===== src/rtl/sd_arb_pkg.sv =====
// Shared types and constants for the SD sector arbiter.
package sd_arb_pkg;

    typedef enum logic [2:0] {
        S_INIT,
        S_IDLE,
        S_ISSUE,
        S_RUN,
        S_FINISH,
        S_RETRY
    } arb_state_t;

    localparam logic [23:0] WDOG_DEFAULT = 24'd8_000_000;

    // Index width for n items, never less than one bit.
    function automatic int unsigned clog2(input int unsigned n);
        int unsigned w;
        w = 1;
        while ((32'd1 << w) < n) w++;
        return w;
    endfunction

endpackage


===== src/rtl/sd_rr_picker.sv =====
// Round-robin first-set search: scans req starting at ptr, wrapping once.
module sd_rr_picker
    import sd_arb_pkg::*;
#(
    parameter int unsigned NREQ = 2,
    localparam int unsigned IW = clog2(NREQ)
) (
    input  logic [NREQ-1:0] req,
    input  logic [IW-1:0]   ptr,
    output logic [NREQ-1:0] onehot,
    output logic [IW-1:0]   idx,
    output logic            any
);

    always_comb begin
        int unsigned j;
        j      = 0;
        onehot = '0;
        idx    = '0;
        any    = 1'b0;
        for (int unsigned i = 0; i < NREQ; i++) begin
            j = 32'(ptr) + i;
            if (j >= NREQ) j = j - NREQ;
            if (!any && req[j]) begin
                any       = 1'b1;
                onehot[j] = 1'b1;
                idx       = IW'(j);
            end
        end
    end

endmodule


===== src/rtl/sd_sector_arbiter.sv =====
// Shares one SD sector engine between NREQ requesters: round-robin grant,
// strobe sequencing, byte steering, retry on failure and a hang watchdog.
module sd_sector_arbiter
    import sd_arb_pkg::*;
#(
    parameter int unsigned NREQ        = 2,
    parameter logic [23:0] WDOG_CYCLES = WDOG_DEFAULT,
    parameter int unsigned RETRIES     = 2
) (
    input  logic                 clk,
    input  logic                 rst,
    input  logic [NREQ-1:0]      req,
    input  logic [NREQ-1:0]      req_we,
    input  logic [32*NREQ-1:0]   req_sector,
    output logic [NREQ-1:0]      gnt,
    output logic [NREQ-1:0]      done,
    output logic [NREQ-1:0]      err,
    output logic [NREQ-1:0]      rd_valid,
    output logic [NREQ-1:0]      wr_adv,
    output logic [8:0]           byte_addr,
    output logic [7:0]           rd_byte,
    input  logic [8*NREQ-1:0]    wr_byte,
    output logic                 ready,
    output logic                 sd_rstart,
    output logic                 sd_wstart,
    output logic [31:0]          sd_sector,
    output logic [7:0]           sd_inbyte,
    input  logic                 sd_busy,
    input  logic                 sd_done,
    input  logic                 sd_outen,
    input  logic [8:0]           sd_outaddr,
    input  logic [7:0]           sd_outbyte
);

    localparam int unsigned IW = clog2(NREQ);
    localparam int unsigned RW = clog2(RETRIES + 1);

    arb_state_t      state, state_nx;
    logic [IW-1:0]   owner, rr;
    logic            we_q;
    logic [31:0]     sector_q;
    logic [RW-1:0]   retry_cnt;
    logic [23:0]     wdog;
    logic [NREQ-1:0] gnt_q, done_q, err_q;

    logic [NREQ-1:0] req_eff, pick_onehot;
    logic [IW-1:0]   pick_idx;
    logic            pick_any, can_grant, wdog_hit, retry_left, active;

    // The finishing owner still holds req during its done/err cycle; mask it
    // so a lone requester is not granted again before it can drop req.
    assign req_eff    = req & ~(done_q | err_q);
    assign can_grant  = (state == S_IDLE) && !sd_busy && pick_any;
    assign wdog_hit   = (wdog >= WDOG_CYCLES - 24'd1);
    assign retry_left = (32'(retry_cnt) < RETRIES);

    sd_rr_picker #(.NREQ(NREQ)) u_picker (
        .req    (req_eff),
        .ptr    (rr),
        .onehot (pick_onehot),
        .idx    (pick_idx),
        .any    (pick_any)
    );

    always_comb begin
        state_nx  = state;
        ready     = 1'b0;
        sd_rstart = 1'b0;
        sd_wstart = 1'b0;
        case (state)
            S_INIT:   if (!sd_busy) state_nx = S_IDLE;
            S_IDLE: begin
                ready = !sd_busy;
                if (can_grant) state_nx = S_ISSUE;
            end
            S_ISSUE: begin
                sd_rstart = !sd_busy && !we_q;
                sd_wstart = !sd_busy && we_q;
                if (wdog_hit)     state_nx = S_RETRY;
                else if (sd_busy) state_nx = S_RUN;
            end
            S_RUN: begin
                if (wdog_hit)      state_nx = S_RETRY;
                else if (!sd_busy) state_nx = S_FINISH;
            end
            S_FINISH: state_nx = sd_done ? S_IDLE : S_RETRY;
            S_RETRY:  state_nx = retry_left ? S_ISSUE : S_IDLE;
            default:  state_nx = S_INIT;
        endcase
    end

    always_ff @(posedge clk) begin
        if (rst) begin
            state     <= S_INIT;
            owner     <= '0;
            rr        <= '0;
            we_q      <= 1'b0;
            sector_q  <= '0;
            retry_cnt <= '0;
            wdog      <= '0;
            gnt_q     <= '0;
            done_q    <= '0;
            err_q     <= '0;
        end else begin
            state  <= state_nx;
            done_q <= '0;
            err_q  <= '0;
            if (can_grant) begin
                owner     <= pick_idx;
                we_q      <= req_we[pick_idx];
                sector_q  <= req_sector[32*pick_idx +: 32];
                gnt_q     <= pick_onehot;
                retry_cnt <= '0;
                rr        <= (32'(pick_idx) == NREQ - 1) ? '0 : pick_idx + IW'(1);
            end
            if (state_nx == S_ISSUE && state != S_ISSUE)
                wdog <= '0;
            else if (state == S_ISSUE || state == S_RUN)
                wdog <= wdog + 24'd1;
            if (state == S_RETRY && retry_left)
                retry_cnt <= retry_cnt + RW'(1);
            if (state == S_FINISH && sd_done) begin
                done_q <= gnt_q;
                gnt_q  <= '0;
            end
            if (state == S_RETRY && !retry_left) begin
                err_q <= gnt_q;
                gnt_q <= '0;
            end
        end
    end

    // gnt_q is the one-hot owner and is zero whenever nothing is in flight.
    assign active    = |gnt_q;
    assign gnt       = gnt_q;
    assign done      = done_q;
    assign err       = err_q;
    assign rd_valid  = (sd_outen && !we_q) ? gnt_q : '0;
    assign wr_adv    = (sd_outen && we_q)  ? gnt_q : '0;
    assign byte_addr = active ? sd_outaddr : '0;
    assign rd_byte   = active ? sd_outbyte : '0;
    assign sd_inbyte = wr_byte[8*owner +: 8];
    assign sd_sector = sector_q;

endmodule


===== config.mk =====
export PLATFORM = sky130hd
export DESIGN_NAME = sd_sector_arbiter
export DESIGN_NICKNAME = d
export VERILOG_FILES = /design/src/rtl/sd_arb_pkg.sv /design/src/rtl/sd_rr_picker.sv /design/src/rtl/sd_sector_arbiter.sv
export SDC_FILE = /design/constraint.sdc
export NUM_CORES = 1
export LEC_CHECK = 0
export CELL_PAD_IN_SITES_DETAIL_PLACEMENT = 1
export CELL_PAD_IN_SITES_GLOBAL_PLACEMENT = 2
export CORE_MARGIN = 8
export CORE_UTILIZATION = 21
export DETAILED_ROUTE_END_ITERATION = 12
export PLACE_DENSITY = 0.82
export SKIP_LAST_GASP = 1
export SYNTH_ARGS = -nofsm -noshare
export SYNTH_HDL_FRONTEND = slang
export SYNTH_SLANG_ARGS = --single-unit

===== constraint.sdc =====
create_clock -name clk -period 2.4 [get_ports clk]
set_input_delay 0.48 -clock clk [delete_from_list [all_inputs] [get_ports clk]]
set_output_delay 0.48 -clock clk [all_outputs]
set_load 0.005 [all_outputs]

* Yosys cells after proc, flatten, opt, wreduce, memory -nomap -nowiden *
Index checks and enable logic that the tools add are counted.

storage, ports and cells
  flip-flop bits (word level) = 70
  output and inout port bits = 70
  logic and storage cells = 102

operators by class
  add/sub/neg operators = 6
  order comparisons = 9
  equal/unequal tests = 7
  shift operators = 2
  mux-type cells = 37
  bitwise gates (word level) = 6
  reduce and logical (&&, ||, !) cells = 25

operator list
  cell                     count
  $ge A32 B1 Y1 const B    2
  $lt A32 B2 Y1 const B    2
  $mux W32                 2
  $shiftx A64 B7 Y32       1
  $ge A32 B2 Y1 const B    1
  $sub A32 B2 Y32 const B  1
  $add A24 B1 Y24 const B  1
  $ge A24 B23 Y1 const B   1
  $mux W3                  7
  $pmux W3 S6              1
  $mux W1                  16
  $shiftx A16 B5 Y8        1
  $mux W2                  7
  $logic_and A1 B1 Y1      13
  $eq A3 B2 Y1 const B     3
  $mux W9                  1
  $mux W8                  1
  $reduce_or A2 Y1         4
  $eq A3 B3 Y1 const B     2
  $logic_not A1 Y1         4
  $or A2 B2 Y2             2
  $eq A3 B1 Y1 const B     1
  $logic_not A3 Y1         1
  $ne A3 B2 Y1 const B     1
  other kinds (14)         16

* Longest topological paths before layout *
Gate-level depths: netlist of run 1.

  word-level depth = 15
  mapped depth = 7
  mapped depth without buffers = 5

* Modules after synthesis *
Synthesis of run 1 repeated with hierarchy kept, for this count alone.

second synthesis, totals
  cells, all modules = 392
  area total of the unflattened synthesis = 3422.0 um^2

modules (own cells, without submodules)
  module             instances  cells an instance  area each (um^2)  seq. area each (um^2)
  sd_sector_arbiter  1          387                3389.5            1401.3
  sd_rr_picker       1          5                  32.5              0.0

* Worst setup path after synthesis of run 1 *
OpenSTA, ideal clock, no wires.

  kind = input port to flip-flop
  from = in req[0]
  to = reg sector_q[12], in the netlist sd_sector[12]
  arrival time = 1731 ps
  path slack = 541 ps
  cell stages on the path = 6
  buffers on the path = 2
  cells stage by stage = or3b_1 -> o211a_1 -> buf_2 -> buf_4 -> a222oi_1 -> nor2_1

between the ends
  longest elaborated chain between the ends = 8
  elaborated cells between the ends (all ways) = 13
  those cells by class = shift (1); mux (8); bitwise (1); reduce/logical (3)

RTL lines
  item                                                              line                                               text
  start: declaration                                                sd_sector_arbiter.sv:12                            input logic [NREQ-1:0] req,
  $and A2 B2 Y2 *                                                   sd_sector_arbiter.sv:52                            assign req_eff = req & ~(done_q | err_q);
  $mux W1 (not written as such) (2 in a row)                        sd_rr_picker.sv:24                                 if (!any && req[j]) begin
  $mux W1                                                           sd_rr_picker.sv:24
  $logic_not A1 Y1                                                  sd_rr_picker.sv:24
  $logic_and A1 B1 Y1                                               sd_rr_picker.sv:24
  $mux W1                                                           sd_rr_picker.sv:24
  $shiftx A64 B7 Y32 / $logic_and A1 B1 Y1 (equally long branches)  sd_sector_arbiter.sv:111, sd_sector_arbiter.sv:53
  end signal: assignment                                            sd_sector_arbiter.sv:111                           sector_q <= req_sector[32*pick_idx +: 32];
  end: declaration                                                  sd_sector_arbiter.sv:41                            logic [31:0] sector_q;

Every way passes the cells marked *; elsewhere a longest branch is shown, timed or not. The select of a mux whose other input is x is not followed.
A chain may end at the register's enable or synchronous reset.

* Worst setup path after layout of run 1 *
  from = in sd_busy
  to = out ready

between the ends
  longest elaborated chain between the ends = 2

RTL lines
  item                line                     text
  start: declaration  sd_sector_arbiter.sv:28  input logic sd_busy,
  $logic_not A1 Y1    -
  $mux W1             sd_sector_arbiter.sv:70  case (state)
  end: declaration    sd_sector_arbiter.sv:23  output logic ready,

Every way passes these cells.

==> summary.txt, run 1 <==
Timing
  – Tcrit/Tclk final: 92.97%
  – Max_slew headroom: 61.30%
  – Worst-Margin Slew: 580.6 ps
  – Fin crit period: around 2200 ps
  – Max Freq: roughly 450 MHz
  – Endpoints failing setup: 0
  – Post-Route Skew: 8.260 ps
  – Slew Limit Fails: 0
  – Final hold violation count: 0
  – RSZ-0062 raised after global routing: false
  – Setup TNS: 0 ps

Cells and area
  – Final Non-Filler Cells: between 700 and 800
  – FF/Latch Area: 1401 sq um
  – Inserted Diodes: 0
  – Multi-input logic area: 1724 sq um
  – Area growth from synthesis to layout: 73.48%
  – Commonest cells after routing, fill and taps aside: clkdlybuf4s50_1 (171), dfxtp_1 (70), nor2_1 (58), a222oi_1 (33), nor2b_1 (19)
  – Share of cells above drive strength 1: 10.56%
  – Fin area: 5663 sq um
  – Nets@finish: 651
  – Commonest non-fill, non-tap cell in the layout: clkdlybuf4s50_1
  – Filler Cells Inserted: approximately 1800

Detailed routing
  – Vias: 3589
  – Starting DRT DRC Count: 279
  – Final WL: 13.25 mm
  – Vias per cell: 4.870
  – Routed length per instance: roughly 18 um
  – DRC viols: 0
  – 1st-pass router iterations: 6
  – Routed Antenna Nets: 0

Yosys
  – Register bit total from synthesis: 70
  – Syn nets: 472
  – Async SR Flop Fraction: 0%
  – Number of synthesized flops with an enable pin: 0
  – Post-synth top area share: 42.93%
  – Syn Area/Cell: just under 9 sq um
  – Synth Flop Type: dfxtp_1
  – Mapped Cells: 365
  – Yosys top cell by area: dfxtp_1
  – Yosys cell types: 50
  – Syn Std Cell Area: 3264 sq um
  – Syn. warnings: 0
  – Top post-synthesis cells by area: dfxtp_1 (43%), a222oi_1 (10%), nor2_1 (6.8%), nor2b_1 (3.6%), mux2_2 (2.8%)
  – Seq/Total Area, Yosys: a little over two fifths

Clocking
  – CTS H-tree lvls: 3
  – Clk_lat worst skew: 340 ps
  – TritonCTS Buffers: 9
  – CTS Root Cell: clkbuf_16
  – TritonCTS clock tree: done
  – Post-CTS Hold Fix Bufs: 0
  – CTS max path bufs: 2
  – Clk sinks: 70
  – Clock-pin slew on the worst setup and hold paths: 60 ps
  – Setup bufs post-CTS: 0

Floorplan
  – Starting Density: 21.47%
  – Die Y: 140.7 um
  – # rows: 45
  – Die area: 19790 sq um
  – Die W: 140.7 um
  – Core footprint: 15200 sq um
  – Ports: around 180

GRT
  – Vias in the first global route: 3964
  – First-pass GRT wire length: 20.74 mm
  – Largest net degree at the start of global routing: 36
  – Total track usage: a little over an eighth
  – Gr ovfl total: 0
  – Antenna violations before repair: 0

Placed design
  – Placed Cells: 721
  – GPL Wtd Cong: 0.7098
  – Placed cell area: 5344 sq um
  – Hpwl dp: 10.15 mm
  – IO Port Bufs: 175

Power
  – Max VDD drop: 0.2716 mV
  – Leak Pwr: ~2 nW
  – Pwr Total: ~3.1 mW
  – P per Cell Area: 543.5 nW/um^2

Worst hold path
  – Worst Hold End: wdog[1]
  – Hold_sp: wdog[1]
  – Hold Path Depth: 2
  – Min-Delay Path Class: register to register

Critical path
  – Crit path max-delay family: buffers and inverters
  – Critical path buffers and inverters: 3
  – Crit-path cells: clkdlybuf4s50_1 > or4b_4 > inv_2 > dlygate4sd2_1
  – Crit path max-delay cell type: or4b_4
  – CP max FO: 2
  – Max incr delay on CP: 520 ps
  – Reg-to-reg endpoint: wdog[17]
  – Worst R2R Start: state[2]
  – Flop-to-flop setup slack: 440 ps
  – CP Capture Type: output port
  – Critical path data arrival time: between 1500 and 2000 ps
  – WP data required: roughly 1900 ps
  – Startpoint types: input pin
  – Worst Reg-to-Reg Cells: 4
  – Crit path kind: input pin to output port

Status
  – Status: completed

Flow run
  – Max-cap violations: 0
-- registers in the layout, summed over array words and instances, names as in the netlist --
signal and flops:
done 2, err 2, gnt 2, owner 1, retry_cnt 2, rr 1, sd_sector 32, state 3
wdog 24, we_q 1
-- layer usage --
metal  GRT usage (%)  wire (um)  share of wire (%)  vias to the layer above
met5               0          0                  0                        -
met4           2.885        102               0.77                        0
met3           6.009       1067                8.1                        9
met2           23.46       6962                 53                       94
met1           13.48       5118                 39                     1765
li1                -          -                  -                     1721
-- cell type report --
class | instances | area share, %
clock buffers | 10 | 4.220
clock inverters | 6 | 1.237
inverters | 9 | 0.5966
multi-input cells | 259 | 30.45
flip-flops and latches | 70 | 24.75
well taps | 188 | 4.154
repair buffers | 195 | 34.60
-- worst max-delay path by stage --
stage,start,end,slack [ps],depth (start not counted)
after CTS,sd_busy,sd_rstart,40,4
after global placement,sd_busy,ready,-110,4
after floorplan,req[0],sd_sector[12],540,6
final,sd_busy,ready,170,4
after detailed placement,sd_busy,ready,-110,4
after global routing,owner,sd_inbyte[5],110,2
-- synthesized netlist by cell type (2+ instances only) --
| cell type | count |
|---|---|
| nand3_1 | 11 |
| or3_1 | 7 |
| a21oi_1 | 17 |
| o211ai_1 | 2 |
| mux2i_1 | 5 |
| nor4b_1 | 2 |
| or4_1 | 3 |
| inv_1 | 8 |
| a222oi_1 | 33 |
| o31ai_1 | 3 |
| and3_1 | 2 |
| dfxtp_1 | 70 |
| o21ai_0 | 8 |
| buf_2 | 8 |
| a21oi_2 | 2 |
| nor3_1 | 8 |
| nand4b_1 | 4 |
| nor4_1 | 7 |
| a211oi_1 | 2 |
| and2_1 | 4 |
| xor2_1 | 2 |
| nand2_1 | 14 |
| nor2_1 | 59 |
| clkbuf_1 | 15 |
| nor2b_1 | 19 |
| nand2b_1 | 3 |
| nor4_2 | 2 |
| xnor2_1 | 8 |
| nand3b_1 | 2 |
| nand4_1 | 5 |
| buf_4 | 3 |
| mux2_2 | 8 |
| nor3b_1 | 2 |
-- kinds of logic after synthesis --
| family | after synthesis | synth area share (%) |
|---|---|---|
| flip-flops | 70 | 42.93 |
| multiplexers | 13 | 4.293 |
| adder cells (fa/ha/maj) | 1 | 0.3832 |
| XOR/XNOR | 10 | 2.683 |
| buffers and inverters | 36 | 5.021 |
| AND/OR/NAND/NOR | 160 | 26.37 |
| AO/OA/AOI/OAI | 75 | 18.32 |
-- through the flow --
stage / hold WS [ps] / setup slack (ps) / util [%]
after floorplan: 443.6 / 541.4 / -
after global placement: 449.4 / -109.8 / 35.15
after detailed placement: 480.7 / -106.2 / 35.15
after CTS: 489.9 / 37.33 / 37.20
after global routing: 526.7 / 109.7 / 37.25
final: 483.4 / 168.7 / 37.25
-- worst register-to-register path: stages (launching register included) --
cell and delay, ps:
dfxtp_1 370, nand2b_2 280, or4_4 670, or4_1 430
a21oi_1 150
-- where the power goes --
group | switching, mW | internal, mW | total [mW]
clock | 0.532 | 0.838 | 1.37
combinational | 0.177 | 0.317 | 0.494
sequential | 0.0220 | 1.19 | 1.21
-- what timing repair did --
item                                    CTS  global route
gates resized for setup                   4             2
endpoints found under the setup margin   19             7
endpoints found under the hold margin     0             0
Power figures use the tool's default switching activity.
==> run 2: changes to the inputs <==
- CORE_MARGIN: 8 -> 10
==> run 2 against run 1 <==
  * Sequential cell count did not move
  * Setup slack got worse by 89 ps
  * Sequential share of layout area grew 0.22 points
  * Via count stayed put
  * Clock power shrank 7%
  * Fmax shrank 3.8%
  * Utilization is 0.33 points lower
  * Critical path type unchanged
  * Critical endpoint unchanged
  * Highest routed layer unchanged
==> summary.txt, run 2 (synthesized netlist as in run 1, its figures left out) <==
Clocking
  – Clk sinks: 70 (unchanged)
  – CTS H-tree lvls: 3 (unchanged)
  – Post-CTS Hold Fix Bufs: 0 (unchanged)
  – CTS max path bufs: 2 (unchanged)
  – TritonCTS clock tree: done
  – TritonCTS Buffers: 9 (unchanged)
  – Clk_lat worst skew: 330 ps (about the same)
  – Clock-pin slew on the worst setup and hold paths: 50 ps (about the same)
  – CTS Root Cell: clkbuf_16

Detailed routing
  – Routed length per instance: 18.77 um (+4.4%)
  – Final WL: 13.77 mm (+3.9%)
  – Vias per cell: 4.890 (+0.41%)
  – DRC viols: 0 (unchanged)
  – Vias: 3589 (unchanged)
  – 1st-pass router iterations: 8 (+2)
  – Routed Antenna Nets: 0 (unchanged)
  – Starting DRT DRC Count: 239 (-14%)

Critical path
  – CP max FO: 5 (+3)
  – Cell count along the critical path: 4 (unchanged)
  – Crit path max-delay family: buffers and inverters
  – Worst Reg-to-Reg Cells: 4 (unchanged)
  – WP data required: 1920 ps (about the same)
  – Crit-path cells: clkdlybuf4s50_1 > or4b_4 > inv_2 > dlygate4sd2_1
  – Crit path kind: input pin to output port
  – Reg-to-reg endpoint: wdog[17]
  – CP Capture Type: output port
  – Startpoint types: input pin
  – Max incr delay on CP: 510 ps (about the same)
  – Flop-to-flop setup slack: 350 ps (-90 ps)
  – Worst Setup SP: sd_busy
  – Worst R2R Start: state[2]
  – Critical path data arrival time: 1840 ps (+90 ps)
  – Crit path to: ready
  – Critical path buffers and inverters: 3 (unchanged)
  – Crit path max-delay cell type: or4b_4

Cells and area
  – Commonest cells after routing, fill and taps aside: clkdlybuf4s50_1 (171), dfxtp_1 (70), nor2_1 (58), a222oi_1 (33), nor2b_1 (19)
  – Nets@finish: 648 (-0.46%)
  – Largest register FFs: 32 (unchanged)
  – Post-layout util: 36.92% (-0.33 points)
  – Inserted Diodes: 0 (unchanged)
  – Share of cells above drive strength 1: 9.707% (-0.86 points)
  – Commonest non-fill, non-tap cell in the layout: clkdlybuf4s50_1
  – Area growth from synthesis to layout: 71.94%

Worst hold path
  – Hold_sp: retry_cnt[0]
  – Min-Delay Path Class: register to register

GRT
  – Vias in the first global route: 3871 (-2.3%)
  – Gr ovfl total: 0 (unchanged)
  – Largest net degree at the start of global routing: 36 (unchanged)
  – First-pass GRT wire length: 21.40 mm (+3.2%)
  – Total track usage: 12.97% (-0.028 points)
  – Antenna violations before repair: 0 (unchanged)

Floorplan
  – Die W: 144.7 um (+2.8%)
  – Die area: 20930 sq um (+5.8%)
  – Ports: 176 (unchanged)
  – Die Y: 144.7 um (+2.8%)
  – Core footprint: 15200 sq um (unchanged)
  – # rows: 45 (unchanged)
  – Starting Density: 21.47% (unchanged)

Timing
  – Fin crit period: 2321 ps (+89.28 ps)
  – Tcrit/Tclk final: 96.69% (+3.7 points)
  – Max Freq: 430.9 MHz (-3.8%)
  – WHS: 468.7 ps (-14.76 ps)
  – RSZ-0062 raised after global routing: false
  – Worst-Margin Slew: 478.9 ps (-101.7 ps)
  – Endpoints failing setup: 0 (unchanged)
  – Max_slew headroom: 67.98% (+6.7 points)
  – Post-Route Skew: 6.318 ps (-1.941 ps)
  – Slew Limit Fails: 0 (unchanged)
  – Setup TNS: 0 ps (unchanged)
  – Final hold violation count: 0 (unchanged)

Power
  – Max VDD drop: 0.2477 mV (-8.8%)
  – Leak Pwr: 1.935 nW (-1.4%)
  – P per Cell Area: 532.7 nW/um^2 (-2.0%)
  – Pwr Total: 2.990 mW (-2.9%)

Status
  – Status: completed

Placed design
  – IO Port Bufs: 175 (unchanged)
  – GPL Wtd Cong: 0.7665 (+8.0%)
  – Hpwl dp: 10.74 mm (+5.8%)

Flow run
  – Max-cap violations: 0 (unchanged)
## run 2: cell types whose count changed in the layout (fill, tap and decap cells not counted), sizes merged
cell,change
buf,-3
bufinv,-1
clkbuf,+3
clkinv,+1
clkinvlp,-2
dlygate4sd2,+1
dlymetal6s2s,-1
inv,-1
## run 2: power breakdown
part | internal [mW] | switching [mW]
sequential | 1.19 | 0.0234
combinational | 0.314 | 0.178
clock | 0.781 | 0.501
total | 2.29 | 0.702
## run 2: final cells by class
cell class | instances | area, sq um
repair buffers | 192 | 1933
fillers | 1780 | 9589
flip-flops and latches | 70 | 1401
clock inverters | 3 | 17.52
well taps | 188 | 235.2
clock buffers | 13 | 270.3
inverters | 9 | 33.78
multi-input cells | 259 | 1722
## run 2: tightest hold or removal path: cells and delay by family, from the launching register on
kind	cells	cell delay, ps
AO/OA/AOI/OAI	1	50
flip-flops	1	310
AND/OR/NAND/NOR	1	60
## run 2: through the flow
stage                     std cells  setup WS, ps  cell area [sq um]
after global placement          718        -185.6               5321
after floorplan                 365         541.4               3264
after detailed placement        718        -187.5               5321
after global routing            734         17.18               5613
final                           734         79.46               5613
after CTS                       734         2.542               5608
## run 2: timing repair
item | 4_1_cts | 5_1_grt
resized for setup | 4 | 1
setup endpoints to repair | 20 | 17
setup buffers | 0 | 0
## run 2: worst min path at each step
stage / end / cells past startpoint / slack (ps)
6_report: retry_cnt[0] / 2 / 470
5_1_grt: retry_cnt[0] / 2 / 510
4_1_cts: retry_cnt[0] / 2 / 470
3_5_place_dp: retry_cnt[0] / 2 / 470
3_3_place_gp: retry_cnt[0] / 2 / 450
2_1_floorplan: retry_cnt[0] / 2 / 440
## run 2: per-layer routing
metal / GRT usage [%] / vias up / wire, um
met3: 5.150 / 12 / 1063
met2: 22.32 / 102 / 7190
met1: 14.21 / 1762 / 5315
met4: 4.415 / 0 / 205
li1: - / 1713 / -
met5: 0 / - / 0
